**src/rtl/bcd_serial_addsub_if.sv**
```systemverilog
// Handshake and operand/result bundle for the serial packed-BCD adder/subtractor.
//   master : controller side, drives start/sub/carry_in/a/b and watches the results
//   slave  : datapath side, consumes the request and returns busy/done/sum/carry_out/err
// DIGITS sets the operand width W = 4*DIGITS (digit 0 in bits [3:0]).
interface bcd_serial_addsub_if #(
  parameter int DIGITS = 4
);
  localparam int W = 4 * DIGITS;

  logic         start;
  logic         sub;
  logic         carry_in;
  logic [W-1:0] a;
  logic [W-1:0] b;
  logic         busy;
  logic         done;
  logic [W-1:0] sum;
  logic         carry_out;
  logic         err;

  modport master (
    output start, sub, carry_in, a, b,
    input  busy, done, sum, carry_out, err
  );

  modport slave (
    input  start, sub, carry_in, a, b,
    output busy, done, sum, carry_out, err
  );
endinterface

```
**src/rtl/bcd_serial_addsub.sv**
```systemverilog
// Multi-digit packed-BCD adder/subtractor, one decimal digit per clock, LSD first.
// Ports:
//   clk   : rising-edge clock
//   rst_n : asynchronous active-low reset
//   bus   : bcd_serial_addsub_if.slave
//           start/sub/carry_in/a/b in; busy/done/sum/carry_out/err out
// A request is accepted in IDLE or DONE; the operation then takes DIGITS
// cycles and done pulses for one cycle with sum/carry_out/err updated.
// Subtraction adds the nine's complement of each b digit with an inverted
// borrow-in, giving the ten's complement result and carry_out = no-borrow.
module bcd_serial_addsub #(
  parameter int DIGITS = 4
) (
  input logic              clk,
  input logic              rst_n,
  bcd_serial_addsub_if.slave bus
);

  localparam int W     = 4 * DIGITS;
  localparam int IDX_W = (DIGITS > 1) ? $clog2(DIGITS) : 1;
  localparam logic [IDX_W-1:0] LAST_IDX = IDX_W'(DIGITS - 1);

  typedef enum logic [1:0] {
    ST_IDLE = 2'd0,
    ST_RUN  = 2'd1,
    ST_DONE = 2'd2
  } state_t;

  // One decimal digit step: returns {carry, digit}. For subtraction b is
  // replaced by its nine's complement (mod 16 so invalid digits stay defined).
  function automatic logic [4:0] digit_step(
    input logic [3:0] a_d,
    input logic [3:0] b_d,
    input logic       sub_op,
    input logic       c_in
  );
    logic [3:0] bd;
    logic [4:0] t;
    logic [4:0] t6;
    if (sub_op) begin
      bd = 4'd9 - b_d;
    end else begin
      bd = b_d;
    end
    t  = {1'b0, a_d} + {1'b0, bd} + {4'b0000, c_in};
    t6 = t + 5'd6;
    if (t > 5'd9) begin
      digit_step = {1'b1, t6[3:0]};
    end else begin
      digit_step = {1'b0, t[3:0]};
    end
  endfunction

  // A packed-BCD digit is invalid when it exceeds 9.
  function automatic logic digit_bad(input logic [3:0] d);
    digit_bad = (d > 4'd9);
  endfunction

  state_t           state_r;
  state_t           state_next_s;
  logic             accept_s;
  logic             step_s;
  logic             last_s;

  // Operands are shifted right one digit per step so the current digit is
  // always at [3:0].
  logic [W-1:0]     a_r;
  logic [W-1:0]     b_r;
  logic             sub_r;
  logic             c_r;
  logic [W-1:0]     work_r;
  logic             err_acc_r;
  logic [IDX_W-1:0] idx_r;

  logic [W-1:0]     sum_r;
  logic             carry_out_r;
  logic             err_r;
  logic             busy_r;
  logic             done_r;

  logic [4:0]       digit_res_s;
  logic             bad_s;
  logic [W+3:0]     work_ext_s;
  logic [W-1:0]     work_shift_s;

  // Current digit arithmetic and shift-in of the new result digit.
  always_comb begin
    digit_res_s  = digit_step(a_r[3:0], b_r[3:0], sub_r, c_r);
    bad_s        = digit_bad(a_r[3:0]) | digit_bad(b_r[3:0]);
    // New digit enters at the top; after DIGITS steps digit i sits at [4i+3:4i].
    work_ext_s   = {digit_res_s[3:0], work_r};
    work_shift_s = work_ext_s[W+3:4];
  end

  // Next-state and control strobes of the IDLE/RUN/DONE sequencer.
  always_comb begin
    state_next_s = state_r;
    accept_s     = 1'b0;
    step_s       = 1'b0;
    last_s       = 1'b0;
    case (state_r)
      ST_IDLE, ST_DONE: begin
        if (bus.start) begin
          state_next_s = ST_RUN;
          accept_s     = 1'b1;
        end else begin
          state_next_s = ST_IDLE;
        end
      end
      ST_RUN: begin
        step_s = 1'b1;
        if (idx_r == LAST_IDX) begin
          last_s       = 1'b1;
          state_next_s = ST_DONE;
        end else begin
          state_next_s = ST_RUN;
        end
      end
      default: begin
        state_next_s = ST_IDLE;
      end
    endcase
  end

  // Sequencer state register.
  always_ff @(posedge clk or negedge rst_n) begin
    if (!rst_n) begin
      state_r <= ST_IDLE;
    end else begin
      state_r <= state_next_s;
    end
  end

  // Operand latch, digit-serial datapath and registered results.
  always_ff @(posedge clk or negedge rst_n) begin
    if (!rst_n) begin
      a_r         <= '0;
      b_r         <= '0;
      sub_r       <= 1'b0;
      c_r         <= 1'b0;
      work_r      <= '0;
      err_acc_r   <= 1'b0;
      idx_r       <= '0;
      sum_r       <= '0;
      carry_out_r <= 1'b0;
      err_r       <= 1'b0;
      busy_r      <= 1'b0;
      done_r      <= 1'b0;
    end else if (accept_s) begin
      a_r       <= bus.a;
      b_r       <= bus.b;
      sub_r     <= bus.sub;
      // Borrow-in becomes an inverted carry into the nine's-complement sum.
      c_r       <= bus.carry_in ^ bus.sub;
      work_r    <= '0;
      err_acc_r <= 1'b0;
      idx_r     <= '0;
      busy_r    <= 1'b1;
      done_r    <= 1'b0;
    end else if (step_s) begin
      a_r       <= a_r >> 3'd4;
      b_r       <= b_r >> 3'd4;
      c_r       <= digit_res_s[4];
      work_r    <= work_shift_s;
      err_acc_r <= err_acc_r | bad_s;
      idx_r     <= idx_r + 1'b1;
      if (last_s) begin
        sum_r       <= work_shift_s;
        carry_out_r <= digit_res_s[4];
        err_r       <= err_acc_r | bad_s;
        busy_r      <= 1'b0;
        done_r      <= 1'b1;
      end else begin
        done_r      <= 1'b0;
      end
    end else begin
      done_r <= 1'b0;
    end
  end

  assign bus.busy      = busy_r;
  assign bus.done      = done_r;
  assign bus.sum       = sum_r;
  assign bus.carry_out = carry_out_r;
  assign bus.err       = err_r;

endmodule

```
**src/flat_wrapper.sv**
```systemverilog
// flat-port wrapper written by rule: the top's interface ports become plain ports
module bcd_serial_addsub_flat 
#(
  parameter int DIGITS = 4
)
  (clk, rst_n, bus_start, bus_sub, bus_carry_in, bus_a, bus_b, bus_busy, bus_done, bus_sum, bus_carry_out, bus_err);
  bcd_serial_addsub_if #(.DIGITS(DIGITS)) bus_i ();
  input logic clk;
  input logic rst_n;
  input wire logic [$bits(bus_i.start)-1:0] bus_start;
  input wire logic [$bits(bus_i.sub)-1:0] bus_sub;
  input wire logic [$bits(bus_i.carry_in)-1:0] bus_carry_in;
  input wire logic [$bits(bus_i.a)-1:0] bus_a;
  input wire logic [$bits(bus_i.b)-1:0] bus_b;
  output wire logic [$bits(bus_i.busy)-1:0] bus_busy;
  output wire logic [$bits(bus_i.done)-1:0] bus_done;
  output wire logic [$bits(bus_i.sum)-1:0] bus_sum;
  output wire logic [$bits(bus_i.carry_out)-1:0] bus_carry_out;
  output wire logic [$bits(bus_i.err)-1:0] bus_err;
  assign bus_i.start = bus_start;
  assign bus_i.sub = bus_sub;
  assign bus_i.carry_in = bus_carry_in;
  assign bus_i.a = bus_a;
  assign bus_i.b = bus_b;
  assign bus_busy = bus_i.busy;
  assign bus_done = bus_i.done;
  assign bus_sum = bus_i.sum;
  assign bus_carry_out = bus_i.carry_out;
  assign bus_err = bus_i.err;
  bcd_serial_addsub #(.DIGITS(DIGITS)) u_core (.clk(clk), .rst_n(rst_n), .bus(bus_i));
endmodule
```
**config.mk**
```make
export PLATFORM = sky130hd
export DESIGN_NAME = bcd_serial_addsub_flat
export DESIGN_NICKNAME = d
export VERILOG_FILES = /design/src/rtl/bcd_serial_addsub_if.sv /design/src/rtl/bcd_serial_addsub.sv /design/src/flat_wrapper.sv
export SDC_FILE = /design/constraint.sdc
export NUM_CORES = 1
export LEC_CHECK = 0
export ABC_AREA = 1
export ABC_CLOCK_PERIOD_IN_PS = 4900
export CAP_MARGIN = 20
export CORE_MARGIN = 2
export CORE_UTILIZATION = 45
export CTS_BUF_LIST = sky130_fd_sc_hd__clkbuf_8
export CTS_CLUSTER_SIZE = 28
export DETAILED_ROUTE_END_ITERATION = 16
export PLACE_DENSITY = 0.66
export RECOVER_POWER = 50
export SYNTH_ARGS = -nofsm -noshare
export SYNTH_HDL_FRONTEND = slang
export SYNTH_SLANG_ARGS = --single-unit
```
**constraint.sdc**
```tcl
create_clock -name clk -period 4.9 [get_ports clk]
set_input_delay 0.98 -clock clk [delete_from_list [all_inputs] [get_ports clk]]
set_output_delay 0.98 -clock clk [all_outputs]
set_load 0.01 [all_outputs]
```
==> insert_results.sql <==
INSERT INTO impl_metrics (metric_group, metric, value, unit) VALUES
('sta', 'setup-violations-final', '0', ''),
('placement', 'number_of_input_and_output_port_buffers_inserted', '56', ''),
('sta', 'post-route-min-period', '3000', 'ps'),
('floorplanning', 'design.core.area', '6760', 'sq um'),
('yosys', 'synth.ff_latch_count', '71', ''),
('sta', 'finalSetupTns', '0', 'ps'),
('power_and_ir_drop', 'total_leakage_power', '1.85', 'nW'),
('floorplanning', 'row_count', '30', ''),
('setup_path', 'critPathLaunchType', 'flop', ''),
('detailed_routing', 'routed_wirelength', '6470', 'um'),
('placement', 'detailed_place_hpwl', '4420', 'um'),
('yosys', 'synth_top_family_by_area', 'simple AND/OR/NAND/NOR gates', ''),
('sta', 'timing.hold.ws', '476', 'ps'),
('yosys', 'asyncSetResetFlopFracSynth', '100', '%'),
('yosys', 'yosys-top-cells-area', 'dfrtp_1, nand2_1, inv_1', ''),
('clocking', 'clk_pin_slew_worst_paths', '70', 'ps'),
('detailed_routing', 'post-route-drc-count', '0', ''),
('detailed_routing', 'avgViaCountPerCell', '5.13', ''),
('yosys', 'yosys.area_share.simple', '16.7', '%'),
('yosys', 'net_count_after_synthesis', '375', ''),
('sta', 'clock.fmax', '333', 'MHz'),
('setup_path', 'slowest_stage', 'nor2_1', ''),
('grt', 'grt_overflow_total', '0', ''),
('setup_path', 'critical_path.cell_chain', 'nor2_1, inv_2, nand2_2, inv_2, a22o_1', ''),
('yosys', 'synth_top_cell_area_share', '56.6', '%'),
('floorplanning', 'num_io_pins', '57', ''),
('power_and_ir_drop', 'ir_drop', '0.000283', 'V'),
('yosys', 'yosysMostFrequentCell', 'nand2_1', ''),
('sta', 'hold_violations', '0', ''),
('setup_path', 'path_class', 'flop to flop', ''),
('setup_path', 'cpPeakStageDelay', '780', 'ps'),
('sta', 'post-route-period-util', '61.2', '%'),
('yosys', 'synth_sequential_area_ratio', '56.6', '%'),
('yosys', 'synth.top_cells.by_count', 'nand2_1, dfrtp_1, inv_1, o21ai_0, o221ai_1', ''),
('detailed_routing', 'routedWlPerCell', '13.8', 'um'),
('detailed_routing', 'drt_iter0_markers', '170', ''),
('grt', 'overall_global_routing_usage', '18.6', '%'),
('setup_path', 'crit_fanout', '36', ''),
('grt', 'maximum_number_of_pins_on_one_net_before_global_route_repair', '40', ''),
('final_layout', 'final.fill_count', '628', ''),
('yosys', 'synth.largest_area_cell', 'dfrtp_1', ''),
('status', 'failed_checks', 'max-capacitance violations, max-slew violations', ''),
('setup_path', 'critical_path.n_buffers_inverters', '2', ''),
('sta', 'rsz0062_at_grt', 'no', ''),
('clocking', 'post_cts_resized', '0', ''),
('yosys', 'synth-warning-count', '0', ''),
('sta', 'slew_viol_final', '34', ''),
('floorplanning', 'initial_cell_density_of_the_core', '46.4', '%'),
('job', 'drv_cap', '1', ''),
('yosys', 'syn_inst', '330', ''),
('sta', 'worst_pin_slew', '1710', 'ps'),
('clocking', 'clockRootBuffer', 'clkbuf_8', ''),
('yosys', 'synth-adder-area-share', '3.67', '%'),
('clocking', 'numCtsBuffers', '9', ''),
('clocking', 'hold_buffers', '0', ''),
('setup_path', 'crit_path_end_kind', 'flop', ''),
('floorplanning', 'fp.dieW', '87.5', 'um'),
('final_layout', 'syn2layout_area_growth', '24.4', '%'),
('setup_path', 'critical_path_arrival', '3230', 'ps'),
('status', 'run_status', 'finished with violations', ''),
('final_layout', 'seqCellArea', '1780', 'sq um'),
('grt', 'grt_antenna_before_repair', '0', ''),
('final_layout', 'fin_util', '57.8', '%'),
('hold_path', 'worst_hold_path_type', 'flop to flop', ''),
('setup_path', 'path_common_cell', 'inv_2', ''),
('floorplanning', 'die_height', '87.5', 'um'),
('setup_path', 'critical_path_required', '5130', 'ps'),
('detailed_routing', 'ant_nets', '0', ''),
('yosys', 'xor_xnor_share_of_the_synthesized_area', '0.558', '%'),
('clocking', 'postCtsSetupBuffers', '0', ''),
('final_layout', 'drive_above_1_share', '7.73', '%');
## flip-flops by register name (all words and copies together) (netlist names)
name	count
u_core.b_r	16
u_core.idx_r	2
u_core.a_r	16
u_core.err_acc_r	1
u_core.c_r	1
u_core.bus.done	1
u_core.bus.busy	1
u_core.bus.carry_out	1
u_core.sub_r	1
u_core.bus.err	1
u_core.bus.sum	16
u_core.work_r	12
u_core.state_r	2
## cell usage in the layout (no fill, tap or decap), types with 2 or more instances in the layout
| cell type | instances |
|---|---|
| nand2_4 | 2 |
| nand2_2 | 7 |
| o221ai_1 | 15 |
| o22ai_1 | 9 |
| clkinvlp_4 | 2 |
| nor2_1 | 3 |
| dfrtp_1 | 71 |
| clkdlybuf4s50_1 | 54 |
| inv_1 | 49 |
| a21oi_1 | 4 |
| a22o_1 | 4 |
| o211ai_1 | 7 |
| o21ai_0 | 22 |
| nand3_2 | 2 |
| inv_2 | 2 |
| nand2_1 | 90 |
| ha_1 | 6 |
| clkbuf_8 | 9 |
| nand3_1 | 14 |
| fa_1 | 2 |
## logic make-up (layout without fill, tap and decap cells)
kind of cell             Yosys count  in the layout
AO/OA/AOI/OAI                     65             65
XOR/XNOR                           2              2
flip-flops                        71             71
AND/OR/NAND/NOR                  120            120
adder cells (fa/ha/maj)            8              8
buffers and inverters             64            122
## final cells by class
cell class,count,share of cell area (%)
tap,80,2.56
inverter,50,4.81
multi-input combinational,195,28.0
clock inverter,6,1.60
sequential,71,45.5
timing repair buffer,57,14.4
clock buffer,9,3.17
## tightest hold or removal path: stages (launching register included)
cell     delay [ps]
dfrtp_1         350
nand2_1          50
nand2_1          50
## final timing paths
check	start	slack [ps]	cells past startpoint	end
setup / recovery	u_core.state_r[1]$_DFF_PN0_	1900	5	u_core.b_r[13]$_DFFE_PN0P_
hold / removal	u_core.bus.busy$_DFFE_PN0P_	480	2	u_core.bus.busy$_DFFE_PN0P_
setup reg to reg	u_core.state_r[1]$_DFF_PN0_	1900	5	u_core.b_r[13]$_DFFE_PN0P_
max in group asynchronous	rst_n	2540	2	u_core.a_r[3]$_DFFE_PN0P_
min in group asynchronous	rst_n	1080	1	u_core.bus.busy$_DFFE_PN0P_
hold reg to reg	u_core.bus.busy$_DFFE_PN0P_	480	2	u_core.bus.busy$_DFFE_PN0P_
## per-stage QoR
step	power, mW	setup WS [ps]	area, sq um	instances
after floorplan	2.16	2590	3140	330
after global placement	2.55	2150	3730	453
after detailed placement	2.60	2100	3730	453
after CTS	3.06	2280	3910	468
after global routing	3.32	1700	3910	468
final	3.03	1900	3910	468
## where the power goes
part           switching [mW]  leakage [nW]  internal (mW)
Clock                   0.217        0.0929          0.231
Sequential              0.108         0.901          0.848
Combinational           0.997         0.853          0.625
Total                    1.32          1.85           1.70
## per-layer routing
layer  GRT usage, %  vias up  share of wire [%]
met2           28.7       59                 45
li1               -     1181                  -
met4           7.55        0                1.1
met1           26.2     1152                 49
met5              0        -                  0
met3           3.32       10                5.1
Power figures use the tool's default switching activity.
